## config.mk

```make
export PLATFORM = sky130hd
export DESIGN_NAME = id_stage_flat
export DESIGN_NICKNAME = d
export VERILOG_FILES = /design/src/rtl/id_stage_pkg.sv /design/src/rtl/id_stage_if.sv /design/src/rtl/id_stage_register_file.sv /design/src/rtl/id_stage.sv /design/src/flat_wrapper.sv
export SDC_FILE = /design/constraint.sdc
export NUM_CORES = 1
export LEC_CHECK = 0
export CAP_MARGIN = 20
export CORE_UTILIZATION = 31
export DETAILED_ROUTE_END_ITERATION = 12
export PLACE_DENSITY_LB_ADDON = 0.1
export SYNTH_ARGS = -nofsm -noshare
export SYNTH_HDL_FRONTEND = slang
export SYNTH_SLANG_ARGS = --single-unit
```

## constraint.sdc

```tcl
create_clock -name clk -period 23.8 [get_ports clk]
set_clock_uncertainty 0.2 [all_clocks]
set_input_delay 4.76 -clock clk [delete_from_list [all_inputs] [get_ports clk]]
set_output_delay 4.76 -clock clk [all_outputs]
set_load 0.05 [all_outputs]
```

## src/rtl/id_stage_pkg.sv

```systemverilog
// Shared decode constants for the ARM-subset instruction decode stage.
// Holds ALU commands, data-processing opcodes, instruction modes and condition codes.
package id_stage_pkg;

  localparam int unsigned NumRegs = 15;

  // ALU commands sent to EX
  localparam logic [3:0] ExNop = 4'b0000;
  localparam logic [3:0] ExMov = 4'b0001;
  localparam logic [3:0] ExAdd = 4'b0010;
  localparam logic [3:0] ExAdc = 4'b0011;
  localparam logic [3:0] ExSub = 4'b0100;
  localparam logic [3:0] ExSbc = 4'b0101;
  localparam logic [3:0] ExAnd = 4'b0110;
  localparam logic [3:0] ExOrr = 4'b0111;
  localparam logic [3:0] ExEor = 4'b1000;
  localparam logic [3:0] ExMvn = 4'b1001;

  // Data-processing opcodes
  localparam logic [3:0] OpAnd = 4'b0000;
  localparam logic [3:0] OpEor = 4'b0001;
  localparam logic [3:0] OpSub = 4'b0010;
  localparam logic [3:0] OpAdd = 4'b0100;
  localparam logic [3:0] OpAdc = 4'b0101;
  localparam logic [3:0] OpSbc = 4'b0110;
  localparam logic [3:0] OpTst = 4'b1000;
  localparam logic [3:0] OpCmp = 4'b1010;
  localparam logic [3:0] OpOrr = 4'b1100;
  localparam logic [3:0] OpMov = 4'b1101;
  localparam logic [3:0] OpMvn = 4'b1111;
  localparam logic [3:0] OpMem = 4'b0100;

  typedef enum logic [1:0] {
    ModeAlu    = 2'b00,
    ModeMem    = 2'b01,
    ModeBranch = 2'b10,
    ModeNone   = 2'b11
  } mode_e;

  typedef enum logic [3:0] {
    CondEq = 4'b0000, CondNe = 4'b0001, CondCs = 4'b0010, CondCc = 4'b0011,
    CondMi = 4'b0100, CondPl = 4'b0101, CondVs = 4'b0110, CondVc = 4'b0111,
    CondHi = 4'b1000, CondLs = 4'b1001, CondGe = 4'b1010, CondLt = 4'b1011,
    CondGt = 4'b1100, CondLe = 4'b1101, CondAl = 4'b1110, CondNv = 4'b1111
  } cond_e;

  // nzcv is {N,Z,C,V}; CondNv never executes
  function automatic logic cond_pass(cond_e cond, logic [3:0] nzcv);
    logic n, z, c, v;
    logic pass;
    {n, z, c, v} = nzcv;
    unique case (cond)
      CondEq:  pass = z;
      CondNe:  pass = ~z;
      CondCs:  pass = c;
      CondCc:  pass = ~c;
      CondMi:  pass = n;
      CondPl:  pass = ~n;
      CondVs:  pass = v;
      CondVc:  pass = ~v;
      CondHi:  pass = c & ~z;
      CondLs:  pass = ~c | z;
      CondGe:  pass = (n == v);
      CondLt:  pass = (n != v);
      CondGt:  pass = ~z & (n == v);
      CondLe:  pass = z | (n != v);
      CondAl:  pass = 1'b1;
      CondNv:  pass = 1'b0;
      default: pass = 1'b0;
    endcase
    return pass;
  endfunction

endpackage

```

## src/rtl/id_stage_if.sv

```systemverilog
// Signal bundle between the decode stage and its surroundings (IF, EX, WB, hazard unit).
// The slave modport is the decode stage; the master modport drives it.
interface id_stage_if;
  logic [31:0] Instruction;
  logic [31:0] PC_in;
  logic [3:0]  Status_Register;
  logic        Hazard;
  logic        WB_WB_EN;
  logic [3:0]  WB_Dest;
  logic [31:0] WB_Value;

  logic        MEM_R_EN;
  logic        MEM_W_EN;
  logic        WB_EN;
  logic        Imm;
  logic        B;
  logic        S;
  logic [3:0]  EX_CMD;
  logic [3:0]  Dest;
  logic [11:0] shifter_operand;
  logic [23:0] signed_immediate;
  logic [31:0] PC;
  logic [31:0] Val_Rn;
  logic [31:0] Val_Rm;
  logic [3:0]  src1;
  logic [3:0]  src2;
  logic        Two_src;

  modport master (
    output Instruction, PC_in, Status_Register, Hazard, WB_WB_EN, WB_Dest, WB_Value,
    input  MEM_R_EN, MEM_W_EN, WB_EN, Imm, B, S, EX_CMD, Dest, shifter_operand,
    input  signed_immediate, PC, Val_Rn, Val_Rm, src1, src2, Two_src
  );

  modport slave (
    input  Instruction, PC_in, Status_Register, Hazard, WB_WB_EN, WB_Dest, WB_Value,
    output MEM_R_EN, MEM_W_EN, WB_EN, Imm, B, S, EX_CMD, Dest, shifter_operand,
    output signed_immediate, PC, Val_Rn, Val_Rm, src1, src2, Two_src
  );
endinterface

```

## src/rtl/id_stage_register_file.sv

```systemverilog
// 15 x 32 register file (R0..R14), written on the falling clock edge so that
// decode sees a same-cycle writeback. Address 15 reads as zero and is never written.
module register_file
  import id_stage_pkg::*;
(
  input  logic        clk,
  input  logic        rst,
  input  logic [3:0]  raddr1_i,
  input  logic [3:0]  raddr2_i,
  input  logic        we_i,
  input  logic [3:0]  waddr_i,
  input  logic [31:0] wdata_i,
  output logic [31:0] rdata1_o,
  output logic [31:0] rdata2_o
);

  logic [31:0] regs_q [NumRegs];
  logic [31:0] regs_d [NumRegs];

  always_comb begin
    regs_d = regs_q;
    if (we_i && (waddr_i != 4'hF)) begin
      regs_d[waddr_i] = wdata_i;
    end
  end

  // Reset loads Ri = i and wins over any write in flight
  always_ff @(negedge clk or posedge rst) begin
    if (rst) begin
      for (int i = 0; i < NumRegs; i++) begin
        regs_q[i] <= 32'(i);
      end
    end else begin
      regs_q <= regs_d;
    end
  end

  assign rdata1_o = (raddr1_i == 4'hF) ? 32'h0 : regs_q[raddr1_i];
  assign rdata2_o = (raddr2_i == 4'hF) ? 32'h0 : regs_q[raddr2_i];

endmodule

```

## src/rtl/id_stage.sv

```systemverilog
// Instruction decode stage: control decode, condition check and register read,
// all combinational; only the register file holds state.
module id_stage
  import id_stage_pkg::*;
(
  input logic       clk,
  input logic       rst,
  id_stage_if.slave id_bus
);

  logic [31:0] instr;
  mode_e       mode;
  cond_e       cond;
  logic [3:0]  opcode;
  logic        s_field;
  logic        i_field;
  logic [3:0]  rn, rd, rm;

  assign instr   = id_bus.Instruction;
  assign cond    = cond_e'(instr[31:28]);
  assign mode    = mode_e'(instr[27:26]);
  assign i_field = instr[25];
  assign opcode  = instr[24:21];
  assign s_field = instr[20];
  assign rn      = instr[19:16];
  assign rd      = instr[15:12];
  assign rm      = instr[3:0];

  logic       mem_r, mem_w, wb, br, s_bit;
  logic [3:0] ex_cmd;

  always_comb begin
    mem_r  = 1'b0;
    mem_w  = 1'b0;
    wb     = 1'b0;
    br     = 1'b0;
    s_bit  = 1'b0;
    ex_cmd = ExNop;
    unique case (mode)
      ModeAlu: begin
        s_bit = s_field;
        wb    = 1'b1;
        case (opcode)
          OpMov:   ex_cmd = ExMov;
          OpMvn:   ex_cmd = ExMvn;
          OpAdd:   ex_cmd = ExAdd;
          OpAdc:   ex_cmd = ExAdc;
          OpSub:   ex_cmd = ExSub;
          OpSbc:   ex_cmd = ExSbc;
          OpAnd:   ex_cmd = ExAnd;
          OpOrr:   ex_cmd = ExOrr;
          OpEor:   ex_cmd = ExEor;
          OpCmp: begin
            ex_cmd = ExSub;
            wb     = 1'b0;
          end
          OpTst: begin
            ex_cmd = ExAnd;
            wb     = 1'b0;
          end
          default: wb = 1'b0;
        endcase
      end
      ModeMem: begin
        s_bit = s_field;
        if (opcode == OpMem) begin
          ex_cmd = ExAdd;
          mem_r  = s_field;
          wb     = s_field;
          mem_w  = ~s_field;
        end
      end
      ModeBranch: br = 1'b1;
      default: ;
    endcase
  end

  // Squash side-effecting controls on a failed condition or a stall
  logic squash;
  assign squash = id_bus.Hazard | ~cond_pass(cond, id_bus.Status_Register);

  assign id_bus.MEM_R_EN = mem_r & ~squash;
  assign id_bus.MEM_W_EN = mem_w & ~squash;
  assign id_bus.WB_EN    = wb & ~squash;
  assign id_bus.B        = br & ~squash;
  assign id_bus.S        = s_bit & ~squash;
  assign id_bus.Imm      = i_field;
  assign id_bus.EX_CMD   = ex_cmd;

  assign id_bus.Dest             = rd;
  assign id_bus.shifter_operand  = instr[11:0];
  assign id_bus.signed_immediate = instr[23:0];
  assign id_bus.PC               = id_bus.PC_in;

  // STR reads Rd as the store data, so its address rides on the second port
  logic [3:0] src2;
  assign src2           = mem_w ? rd : rm;
  assign id_bus.src1    = rn;
  assign id_bus.src2    = src2;
  assign id_bus.Two_src = ~i_field | mem_w;

  register_file u_register_file (
    .clk      (clk),
    .rst      (rst),
    .raddr1_i (rn),
    .raddr2_i (src2),
    .we_i     (id_bus.WB_WB_EN),
    .waddr_i  (id_bus.WB_Dest),
    .wdata_i  (id_bus.WB_Value),
    .rdata1_o (id_bus.Val_Rn),
    .rdata2_o (id_bus.Val_Rm)
  );

endmodule

```

## src/flat_wrapper.sv

```systemverilog
// flat-port wrapper written by rule: the top's interface ports become plain ports
module id_stage_flat import id_stage_pkg::*;
  (clk, rst, id_bus_Instruction, id_bus_PC_in, id_bus_Status_Register, id_bus_Hazard, id_bus_WB_WB_EN, id_bus_WB_Dest, id_bus_WB_Value, id_bus_MEM_R_EN, id_bus_MEM_W_EN, id_bus_WB_EN, id_bus_Imm, id_bus_B, id_bus_S, id_bus_EX_CMD, id_bus_Dest, id_bus_shifter_operand, id_bus_signed_immediate, id_bus_PC, id_bus_Val_Rn, id_bus_Val_Rm, id_bus_src1, id_bus_src2, id_bus_Two_src);
  id_stage_if id_bus_i ();
  input logic clk;
  input logic rst;
  input wire logic [$bits(id_bus_i.Instruction)-1:0] id_bus_Instruction;
  input wire logic [$bits(id_bus_i.PC_in)-1:0] id_bus_PC_in;
  input wire logic [$bits(id_bus_i.Status_Register)-1:0] id_bus_Status_Register;
  input wire logic [$bits(id_bus_i.Hazard)-1:0] id_bus_Hazard;
  input wire logic [$bits(id_bus_i.WB_WB_EN)-1:0] id_bus_WB_WB_EN;
  input wire logic [$bits(id_bus_i.WB_Dest)-1:0] id_bus_WB_Dest;
  input wire logic [$bits(id_bus_i.WB_Value)-1:0] id_bus_WB_Value;
  output wire logic [$bits(id_bus_i.MEM_R_EN)-1:0] id_bus_MEM_R_EN;
  output wire logic [$bits(id_bus_i.MEM_W_EN)-1:0] id_bus_MEM_W_EN;
  output wire logic [$bits(id_bus_i.WB_EN)-1:0] id_bus_WB_EN;
  output wire logic [$bits(id_bus_i.Imm)-1:0] id_bus_Imm;
  output wire logic [$bits(id_bus_i.B)-1:0] id_bus_B;
  output wire logic [$bits(id_bus_i.S)-1:0] id_bus_S;
  output wire logic [$bits(id_bus_i.EX_CMD)-1:0] id_bus_EX_CMD;
  output wire logic [$bits(id_bus_i.Dest)-1:0] id_bus_Dest;
  output wire logic [$bits(id_bus_i.shifter_operand)-1:0] id_bus_shifter_operand;
  output wire logic [$bits(id_bus_i.signed_immediate)-1:0] id_bus_signed_immediate;
  output wire logic [$bits(id_bus_i.PC)-1:0] id_bus_PC;
  output wire logic [$bits(id_bus_i.Val_Rn)-1:0] id_bus_Val_Rn;
  output wire logic [$bits(id_bus_i.Val_Rm)-1:0] id_bus_Val_Rm;
  output wire logic [$bits(id_bus_i.src1)-1:0] id_bus_src1;
  output wire logic [$bits(id_bus_i.src2)-1:0] id_bus_src2;
  output wire logic [$bits(id_bus_i.Two_src)-1:0] id_bus_Two_src;
  assign id_bus_i.Instruction = id_bus_Instruction;
  assign id_bus_i.PC_in = id_bus_PC_in;
  assign id_bus_i.Status_Register = id_bus_Status_Register;
  assign id_bus_i.Hazard = id_bus_Hazard;
  assign id_bus_i.WB_WB_EN = id_bus_WB_WB_EN;
  assign id_bus_i.WB_Dest = id_bus_WB_Dest;
  assign id_bus_i.WB_Value = id_bus_WB_Value;
  assign id_bus_MEM_R_EN = id_bus_i.MEM_R_EN;
  assign id_bus_MEM_W_EN = id_bus_i.MEM_W_EN;
  assign id_bus_WB_EN = id_bus_i.WB_EN;
  assign id_bus_Imm = id_bus_i.Imm;
  assign id_bus_B = id_bus_i.B;
  assign id_bus_S = id_bus_i.S;
  assign id_bus_EX_CMD = id_bus_i.EX_CMD;
  assign id_bus_Dest = id_bus_i.Dest;
  assign id_bus_shifter_operand = id_bus_i.shifter_operand;
  assign id_bus_signed_immediate = id_bus_i.signed_immediate;
  assign id_bus_PC = id_bus_i.PC;
  assign id_bus_Val_Rn = id_bus_i.Val_Rn;
  assign id_bus_Val_Rm = id_bus_i.Val_Rm;
  assign id_bus_src1 = id_bus_i.src1;
  assign id_bus_src2 = id_bus_i.src2;
  assign id_bus_Two_src = id_bus_i.Two_src;
  id_stage u_core (.clk(clk), .rst(rst), .id_bus(id_bus_i));
endmodule
```

Word-level counts from Yosys, hierarchy flattened
Index checks and enable logic that the tools add are counted.

cells by class
  order comparisons = 4
  bitwise operators = 22
  equality and inequality tests = 32
  muxes and demuxes = 24
  reductions and logical operators = 9

operators with widths
  operator                                                                      count
  480-bit bitwise mux                                                           1
  32-bit binary-select mux with 4-bit select                                    2
  32-bit 2-to-1 mux                                                             7
  32-bit demux with 4-bit select                                                1
  4-bit equality test, second input constant                                    15
  4-bit one-hot mux with 9 select lines                                         1
  4-bit by 3-bit equality test with 1-bit output, second input constant         7
  1-bit one-hot mux with 16 select lines                                        1
  5-bit greater-or-equal comparator, second input constant                      3
  4-bit NOT with 5-bit output                                                   3
  4-bit by 2-bit equality test with 1-bit output, second input constant         3
  9-bit OR reduction                                                            1
  4-bit by 1-bit equality test with 1-bit output, second input constant         2
  4-bit zero test                                                               2
  1-bit NOT                                                                     8
  4-bit one-hot mux with 2 select lines                                         1
  1-bit AND                                                                     7
  1-bit 2-to-1 mux                                                              7
  2-bit OR reduction                                                            3
  5-bit by 1-bit less-than comparator with 1-bit output, second input constant  1
  4-bit 2-to-1 mux                                                              1
  4-bit inequality test, second input constant                                  1
  1-bit OR                                                                      4
  2-bit by 1-bit equality test with 1-bit output, second input constant         1
  7 further kinds                                                               8

storage, ports and cells
  word-level logic and storage cells = 106
  flip-flop bits (word level) = 480

Longest topological paths before layout
Gate-level depths: netlist of run 1.

  depth after elaboration = 9
  gate-level depth with buffers = 10

By module
Synthesis of run 1 repeated with hierarchy kept, for this count alone.

second synthesis, totals
  cells, all modules = 1,965
  area, all modules = 26,815.7 sq um

modules (own cells, without submodules)
  module         sequential area each (sq um)  cells each  area an instance (sq um)  instances
  register_file  12,046.6                      1,822       25,792.2                  1
  id_stage       0.0                           143         1,023.5                   1

==> metrics.txt, run 1 <==
cell count after placement=3509; area of all placed cells without fillers=0.0330 sq mm; standard-cell rows=110; Largest regs=u_core.u_register_file.regs_q x480; filler cell count in the final layout=8782; clock edge transition at the registers on the reported setup and hold paths=0.04 ns; share of async-settable or async-resettable flops after synthesis=1.00; via count of the first global-routing pass=21900; die width=305 microns; CTS tree=built; H-tree levels=2; all-layer global routing usage=0.229; area used by sequential logic in the layout=0.0120 sq mm; routed length per placed instance=29.5 microns; Final Net Count=2528; worst supply voltage drop on vdd=0.0579 mV; DP Wirelength=60.9 mm; post-CTS setup buffer count=0; remaining max-slew budget at the tightest pin=0.236; syn_area_per_cell=11.8 sq um; critical path startpoint category=flop; global-route wire length before repair=158 mm; category of the critical setup timing path=reg -> out; count of nets left with antenna violations after detail routing=0; post-route setup slack=3.81 ns; final-report max-slew violation count=0; P per Cell Area=88.7 mW/mm^2; area of the die=0.0931 sq mm; IO Port Bufs=174; number of design-rule violations left by the first detailed-router iteration=1656; Fin. Hold Viols=0; Final GP Congestion=0.777; Bufs on Longest Clock Path=3; Pre-antenna DRT Iters=5; count of boundary I/O pins=263; y dimension of the die=305 microns; max FFs per register=480; final setup TNS=0 ns; clock tree sinks=480; Tightest Pin Transition=1.14 ns; share of cells above drive strength 1=0.340; number of resized instances in the post-cts repair step=0; slowest stage cell, crit path=clkdlybuf4s50_1; routed vias/inst=5.87; hold buffer count at cts=0; CP Capture Type=output port; count of maximum capacitance violations=0; library cell used as clock root buffer=clkbuf_16; area of the multi-input gates=0.0151 sq mm; Warnings, synthesis=0; clock buffers created by TritonCTS=58; worst stage delay on the critical path=0.92 ns; Core Box Area=0.0906 sq mm; cell type with the highest occurrence count on the critical path=o221ai_1; number of vias in the routed layout=21400; final instance count without filler cells=3646; ordered list of cells on the worst path=inv_1, o21ai_0, mux2i_1, a211oi_1, o221ai_1, o221ai_1, clkdlybuf4s50_1; number of antenna violations at the first check in global routing=3; library cells used by synthesis=65; area added between synthesis and finish=15.7%; critical path fanouts, max=3; Synth Net Count=2528; class of the most critical hold timing path=reg -> reg; Seq/Total Area, Yosys=0.423; netlist area before placement=0.0285 sq mm; FF+latch count, synth=480; required time of the worst setup path=18.84 ns; Post-Route WL=108 mm; worst path arrival time=15.03 ns; global route overflow=0; instance area at placement=0.0308 sq mm; initial cell density of the core=0.315; unrepaired setup endpoints after global routing=false; count of flip-flops with a built-in enable after synthesis=0; largest net degree at the start of global routing=151; top register by number of flip-flops=u_core.u_register_file.regs_q; status=finished clean; cells after synthesis=2420; leakage power total=13.3 nW; Final setup violation count=0; most frequently used flop master after synthesis=dfrtn_1; pre-CTS setup slack=4.32 ns; clock insertion delay at the later pin of the skew report=0.59 ns; Residual DRC=0
==> power by group <==
group,internal (mW),leakage (nW),switching (mW)
clock,0.576,1.14,0.390
combinational,0.378,6.30,0.384
sequential,1.03,5.84,0.162
==> cells in the mapped netlist (17+ instances only) <==
cell type / n / area share
buf_4: 83 / 0.022
and2_1: 23 / 0.0051
a31oi_1: 33 / 0.0072
nand2_1: 155 / 0.020
dfstp_2: 28 / 0.026
a21boi_0: 17 / 0.0045
a211oi_1: 31 / 0.0082
nand3_1: 88 / 0.015
nand2b_1: 39 / 0.0086
o21ai_1: 17 / 0.0030
a211o_1: 17 / 0.0052
a21oi_1: 75 / 0.013
clkbuf_1: 174 / 0.023
o22ai_1: 30 / 0.0066
mux2i_1: 164 / 0.058
nor2_1: 31 / 0.0041
a222oi_1: 17 / 0.0060
mux4_2: 128 / 0.10
buf_2: 21 / 0.0037
o21ai_0: 122 / 0.021
mux2_2: 481 / 0.19
dfrtn_1: 452 / 0.40
buf_1: 33 / 0.0043
==> critical path, delay by kind of cell (launching register included) <==
kind	cells	cell delay (ns)
compound gates	4	1.02
buf+inv	2	0.97
flops	1	0.43
mux	1	0.12
==> stage by stage <==
stage	hold slack, ns	total power [mW]	util
2_1_floorplan	0.249	1.75	-
3_3_place_gp	0.261	1.95	0.340
3_5_place_dp	0.271	1.97	0.340
4_1_cts	0.271	2.95	0.364
5_1_grt	0.286	3.06	0.364
6_report	0.267	2.92	0.364
==> cell type report <==
class | count | share of cell area
multi-input combinational | 1613 | 0.457
sequential | 480 | 0.366
clock buffer | 81 | 0.0526
timing repair buffer | 228 | 0.0665
inverter | 11 | 0.00152
tap | 1176 | 0.0447
clock inverter | 55 | 0.0122
antenna | 2 | 0.000152
==> final timing paths <==
check                                                           to  depth (start not counted)  slack, ns                          startpoint
worst max-delay path                             id_bus_Val_Rm[31]                          7       3.81  u_core.u_register_file.regs_q[351]
worst min-delay path            u_core.u_register_file.regs_q[117]                          1       0.27  u_core.u_register_file.regs_q[117]
worst max register to register  u_core.u_register_file.regs_q[144]                          1      22.73  u_core.u_register_file.regs_q[144]
worst min register to register  u_core.u_register_file.regs_q[117]                          1       0.27  u_core.u_register_file.regs_q[117]
max in group asynchronous       u_core.u_register_file.regs_q[298]                          3       5.72                                 rst
min in group asynchronous       u_core.u_register_file.regs_q[193]                          2      16.31                                 rst
==> logic make-up after synthesis <==
group,Yosys count,synth area share
AOI/OAI and AO/OA,452,0.104
xor gates and xnor gates,6,0.00184
adders and majority gates,1,0.000351
buffers and inverters,327,0.0562
DFF,480,0.423
muxes,773,0.349
and+or+nand+nor,381,0.0657
==> placed cells by master, fill, tap and decap left out, types with 23 or more instances in the layout <==
cell type,count
mux2_2,481
dfrtn_1,452
clkdlybuf4s50_1,166
mux2i_1,163
nand2_1,153
mux4_2,128
o21ai_0,120
nand3_1,87
a21oi_1,73
clkbuf_16,61
buf_4,50
nand2b_1,37
inv_1,37
a31oi_1,33
a211oi_1,31
o22ai_1,30
dfstp_2,28
nor2_1,23
and2_1,23
==> per-layer routing <==
layer / vias to the layer above / track usage / part of all wire
met1: 11400 / 0.307 / 0.44
met3: 172 / 0.0391 / 0.056
li1: 9047 / - / -
met4: 2 / 0.0688 / 0.027
met2: 770 / 0.375 / 0.48
met5: - / 0.00155 / 0.000065
(Power assumes the default switching activity.)
==> run 2, diff against run 1 <==
Clock period 23.8 ns to 16.3 ns, I/O delays scaled along.
==> run 2 against run 1 <==
Against the previous run:
- combinational power increased by 46%
- clock power increased by 42%
- sequential share of layout area is 0.058 points higher
- hold slack improved by 0.0019 ns
- critical endpoint unchanged
- largest power group unchanged
- die area is the same
- worst setup slack lost 2.2 ns
- wire length is 0.53% higher
- critical path type unchanged
==> metrics.txt, run 2 (synthesis results as in run 1) <==
status=finished clean; Final Net Count=2536; number of stages on the worst hold path=1; final setup TNS=0 ns; clock edge transition at the registers on the reported setup and hold paths=0.04 ns; Largest regs=u_core.u_register_file.regs_q x480; clock tree sinks=480; count of nets left with antenna violations after detail routing=0; top register by number of flip-flops=u_core.u_register_file.regs_q; y dimension of the die=305 microns; Post-Route WL=108 mm; standard-cell rows=110; CTS tree=built; via count of the first global-routing pass=21900; routed length per placed instance=29.6 microns; routed vias/inst=5.90; post-CTS setup buffer count=0; critical path startpoint category=flop; highest-count cells in the layout ignoring fill and taps=481 x mux2_2, 452 x dfrtn_1, 166 x clkdlybuf4s50_1, 163 x mux2i_1, 153 x nand2_1; Final GP Congestion=0.778; unrepaired setup endpoints after global routing=false; clock buffers created by TritonCTS=60; Bufs on Longest Clock Path=3; leakage power total=13.3 nW; number of cells on the worst reg-to-reg path=1; number of vias in the routed layout=21600; global route overflow=0; largest net degree at the start of global routing=164; start point of the worst min-delay path=u_core.u_register_file.regs_q[120]; Tightest Pin Transition=1.22 ns; category of the critical setup timing path=reg -> out; initial cell density of the core=0.315; Pre-antenna DRT Iters=8; pre-CTS setup slack=1.86 ns; area added between synthesis and finish=15.5%; clock insertion delay at the later pin of the skew report=0.59 ns; hold buffer count at cts=0; global-route wire length before repair=158 mm; post-route setup slack=1.59 ns; number of antenna violations at the first check in global routing=1; IO Port Bufs=174; Final setup violation count=0; final-report max-slew violation count=0; slack of the worst reg-to-reg path=15.23 ns; required time of the worst setup path=12.84 ns; Critical Path Start=u_core.u_register_file.regs_q[351]; utilization after layout=0.363; worst path arrival time=11.25 ns; share of cells above drive strength 1=0.336; max FFs per register=480; critical path fanouts, max=3; CP Capture Type=output port; count of maximum capacitance violations=0; count of boundary I/O pins=263; number of design-rule violations left by the first detailed-router iteration=1850; library cell used as clock root buffer=clkbuf_16; remaining max-slew budget at the tightest pin=0.185; die width=305 microns; Fin. Hold Viols=0; worst supply voltage drop on vdd=0.0811 mV; startpoint of the worst register-to-register path=u_core.u_register_file.regs_q[256]; all-layer global routing usage=0.229; Core Box Area=0.0906 sq mm; number of resized instances in the post-cts repair step=0; P per Cell Area=129 mW/mm^2; Residual DRC=0; H-tree levels=2; most common cell after layout, fill and taps aside=mux2_2; DP Wirelength=63.2 mm; area of the die=0.0931 sq mm; class of the most critical hold timing path=reg -> reg
run 2: stage by stage:
step	total power [mW]	std cells	cell area (sq um)	hold WS [ns]
finish	4.23	3653	32900	0.269
global route	4.43	3652	32900	0.290
CTS	4.27	3652	32900	0.276
detailed placement	2.88	3515	30800	0.274
global placement	2.85	3514	30800	0.262
floorplan	2.55	2420	28500	0.249
run 2: area by class of cell:
cell class	instances	area, sq um
fill	8825	57700
multi-input combinational	1613	15000
sequential	480	12000
timing repair buffer	234	2220
clock buffer	95	1780
tap	1176	1470
clock inverter	43	279
inverter	11	50.0
antenna	1	2.50
run 2: critical path: stages (launching register included):
cell and delay, ns:
dfrtn_1 0.43, inv_1 0.06, o21ai_0 0.17, mux2i_1 0.11
a211oi_1 0.18, o221ai_1 0.15, o221ai_1 0.46, clkdlybuf4s50_1 0.91
run 2: path summary, 6_finish.rpt:
check	endpoint
max in group asynchronous	u_core.u_register_file.regs_q[141]
worst max-delay path	id_bus_Val_Rm[31]
min in group asynchronous	u_core.u_register_file.regs_q[64]
worst min register to register	u_core.u_register_file.regs_q[120]
worst min-delay path	u_core.u_register_file.regs_q[120]
worst max register to register	u_core.u_register_file.regs_q[256]
run 2: where the power goes:
group          leakage [nW]  internal, mW  switching (mW)
clock network          1.11         0.808           0.563
logic                  6.32         0.551           0.561
registers              5.84          1.51           0.238
total                  13.3          2.87            1.36
run 2: per-layer routing:
layer  track usage  vias to the layer above  part of all wire
li1              -                     9067                 -
met1         0.315                    11400              0.44
met2         0.369                      881              0.47
met3        0.0317                      200             0.057
met4        0.0777                        2             0.033
met5       0.00155                        -          0.000092
==> run 3, diff against run 2 <==
Settings changed: CORE_UTILIZATION 31 to 50.
==> run 3 against run 2 <==
Against the previous run:
- critical path depth unchanged
- final cell count down 12%
- first-iteration DRC count up 42%
==> metrics.txt, run 3 (synthesis results as in run 1) <==
clock edge transition at the registers on the reported setup and hold paths=0.04 ns; all-layer global routing usage=0.332; clock tree sinks=480; routed vias/inst=6.79; most common cell after layout, fill and taps aside=mux2_2; Largest regs=u_core.u_register_file.regs_q x480; Fin. Hold Viols=0; CTS tree=built; startpoint of the worst register-to-register path=u_core.u_register_file.regs_q[405]; Bufs on Longest Clock Path=3; switching power share of the total=0.321; Tightest Pin Transition=1.22 ns; endpoint of the worst hold path=u_core.u_register_file.regs_q[439]; start point of the worst min-delay path=u_core.u_register_file.regs_q[439]; worst path arrival time=11.10 ns; WHS=0.271 ns; initial cell density of the core=0.505; P per Cell Area=128 mW/mm^2; critical path fanouts, max=6; final-report max-slew violation count=0; DP Wirelength=54.1 mm; filler cell count in the final layout=4763; Post-Route WL=95.9 mm; worst supply voltage drop on vdd=0.101 mV; count of nets left with antenna violations after detail routing=0; portion of total power attributed to sequential cells=0.428; remaining max-slew budget at the tightest pin=0.187; slack of the worst reg-to-reg path=15.23 ns; net load switching power=1.32 mW; area of the die=0.0579 sq mm; Final GP Congestion=0.824; number of cells on the worst reg-to-reg path=1; R2R Path End=u_core.u_register_file.regs_q[405]; H-tree levels=2; Final setup violation count=0; utilization after layout=0.570; area of all placed cells without fillers=0.0321 sq mm; die width=241 microns; global route overflow=0; clock insertion delay at the later pin of the skew report=0.59 ns; part of the power in combinational logic=0.269; number of resized instances in the post-cts repair step=0; leakage power total=13.1 nW; CP Capture Type=output port; Residual DRC=0; standard-cell rows=87; Internal Power=2.78 mW; unrepaired setup endpoints after global routing=false; category of the critical setup timing path=reg -> out; final instance count without filler cells=3217; count of boundary I/O pins=263; required time of the worst setup path=12.84 ns; critical path startpoint category=flop; via count of the first global-routing pass=21900; count of maximum capacitance violations=0; global-route wire length before repair=142 mm; max FFs per register=480; share of cells above drive strength 1=0.334; Clk pwr share=0.304; library cell used as clock root buffer=clkbuf_16; post-route setup slack=1.74 ns; y dimension of the die=241 microns; number of antenna violations at the first check in global routing=2; Final Net Count=2527; area added between synthesis and finish=12.8%; number of stages on the worst hold path=1; highest-count cells in the layout ignoring fill and taps=481 x mux2_2, 452 x dfrtn_1, 166 x clkdlybuf4s50_1, 163 x mux2i_1, 153 x nand2_1; IO Port Bufs=174; largest net degree at the start of global routing=166; cell count after placement=3091; top register by number of flip-flops=u_core.u_register_file.regs_q; status=finished clean; number of design-rule violations left by the first detailed-router iteration=2625; Pre-antenna DRT Iters=7; class of the most critical hold timing path=reg -> reg; Core Box Area=0.0564 sq mm; hold buffer count at cts=0; clock buffers created by TritonCTS=54; post-CTS setup buffer count=0; routed length per placed instance=29.8 microns; pre-CTS setup slack=2.02 ns; instance area at placement=0.0303 sq mm; number of vias in the routed layout=21800
[run 3: cell types whose count changed in the layout (fill, tap and decap cells not counted), moves of 2 or more]
cell | before | now
clkbuf_16 | 61 | 55
clkinvlp_4 | 1 | 3
buf_4 | 57 | 53
clkbuf_1 | 21 | 14
clkbuf_8 | 13 | 9
inv_6 | 4 | 2
clkinv_2 | 3 | 7
[run 3: stage by stage]
| stage | total power [mW] | TNS (ns) |
|---|---|---|
| 2_1_floorplan | 2.55 | -712.03 |
| 3_3_place_gp | 2.82 | 0 |
| 3_5_place_dp | 2.86 | 0 |
| 4_1_cts | 4.10 | 0 |
| 5_1_grt | 4.27 | 0 |
| 6_report | 4.10 | 0 |
[run 3: worst max-delay path, stage by stage, from the launching register on]
cell and delay, ns:
dfstp_2 0.57, nor2b_1 0.15, a211oi_1 0.07, o21ai_0 0.17
o21ai_0 0.14, o22ai_1 0.24, a211o_1 0.15, clkdlybuf4s50_1 0.81
[run 3: power by group through the flow]
stage                     combinational, mW  clock (mW)  sequential (mW)
final                                  1.10        1.24             1.75
after global routing                   1.17        1.32             1.78
after CTS                              1.10        1.26             1.74
after global placement                 1.07      0.0109             1.74
after detailed placement               1.09      0.0109             1.75
after floorplan                       0.866      0.0109             1.67
[run 3: worst max-delay path by stage]
| stage | from | end | slack, ns |
|---|---|---|---|
| after floorplan | rst | u_core.u_register_file.regs_q[0] | -1.58 |
| after global placement | id_bus_WB_WB_EN | u_core.u_register_file.regs_q[365] | 2.05 |
| after detailed placement | id_bus_WB_WB_EN | u_core.u_register_file.regs_q[369] | 2.02 |
| after CTS | u_core.u_register_file.regs_q[351] | id_bus_Val_Rm[31] | 1.70 |
| after global routing | u_core.u_register_file.regs_q[351] | id_bus_Val_Rm[31] | 1.60 |
| final | u_core.u_register_file.regs_q[385] | id_bus_Val_Rm[1] | 1.74 |
[run 3: final cells by class]
type | instances | area [sq um] | area share
Antenna cell | 1 | 2.50 | 0.0000779
Clock buffer | 78 | 1550 | 0.0483
Clock inverter | 47 | 292 | 0.00907
Inverter | 11 | 50.0 | 0.00156
Multi-Input combinational cell | 1613 | 15000 | 0.468
Sequential cell | 480 | 12000 | 0.375
Tap cell | 756 | 946 | 0.0294
Timing Repair Buffer | 231 | 2200 | 0.0685
[run 3: per-layer routing]
layer | wire length, microns | share of wire | track usage | vias up
met1 | 39500 | 0.41 | 0.456 | 11300
met3 | 8550 | 0.089 | 0.0629 | 262
met2 | 44100 | 0.46 | 0.516 | 1261
li1 | - | - | - | 9025
met5 | 0 | 0 | 0 | -
met4 | 3790 | 0.039 | 0.138 | 0
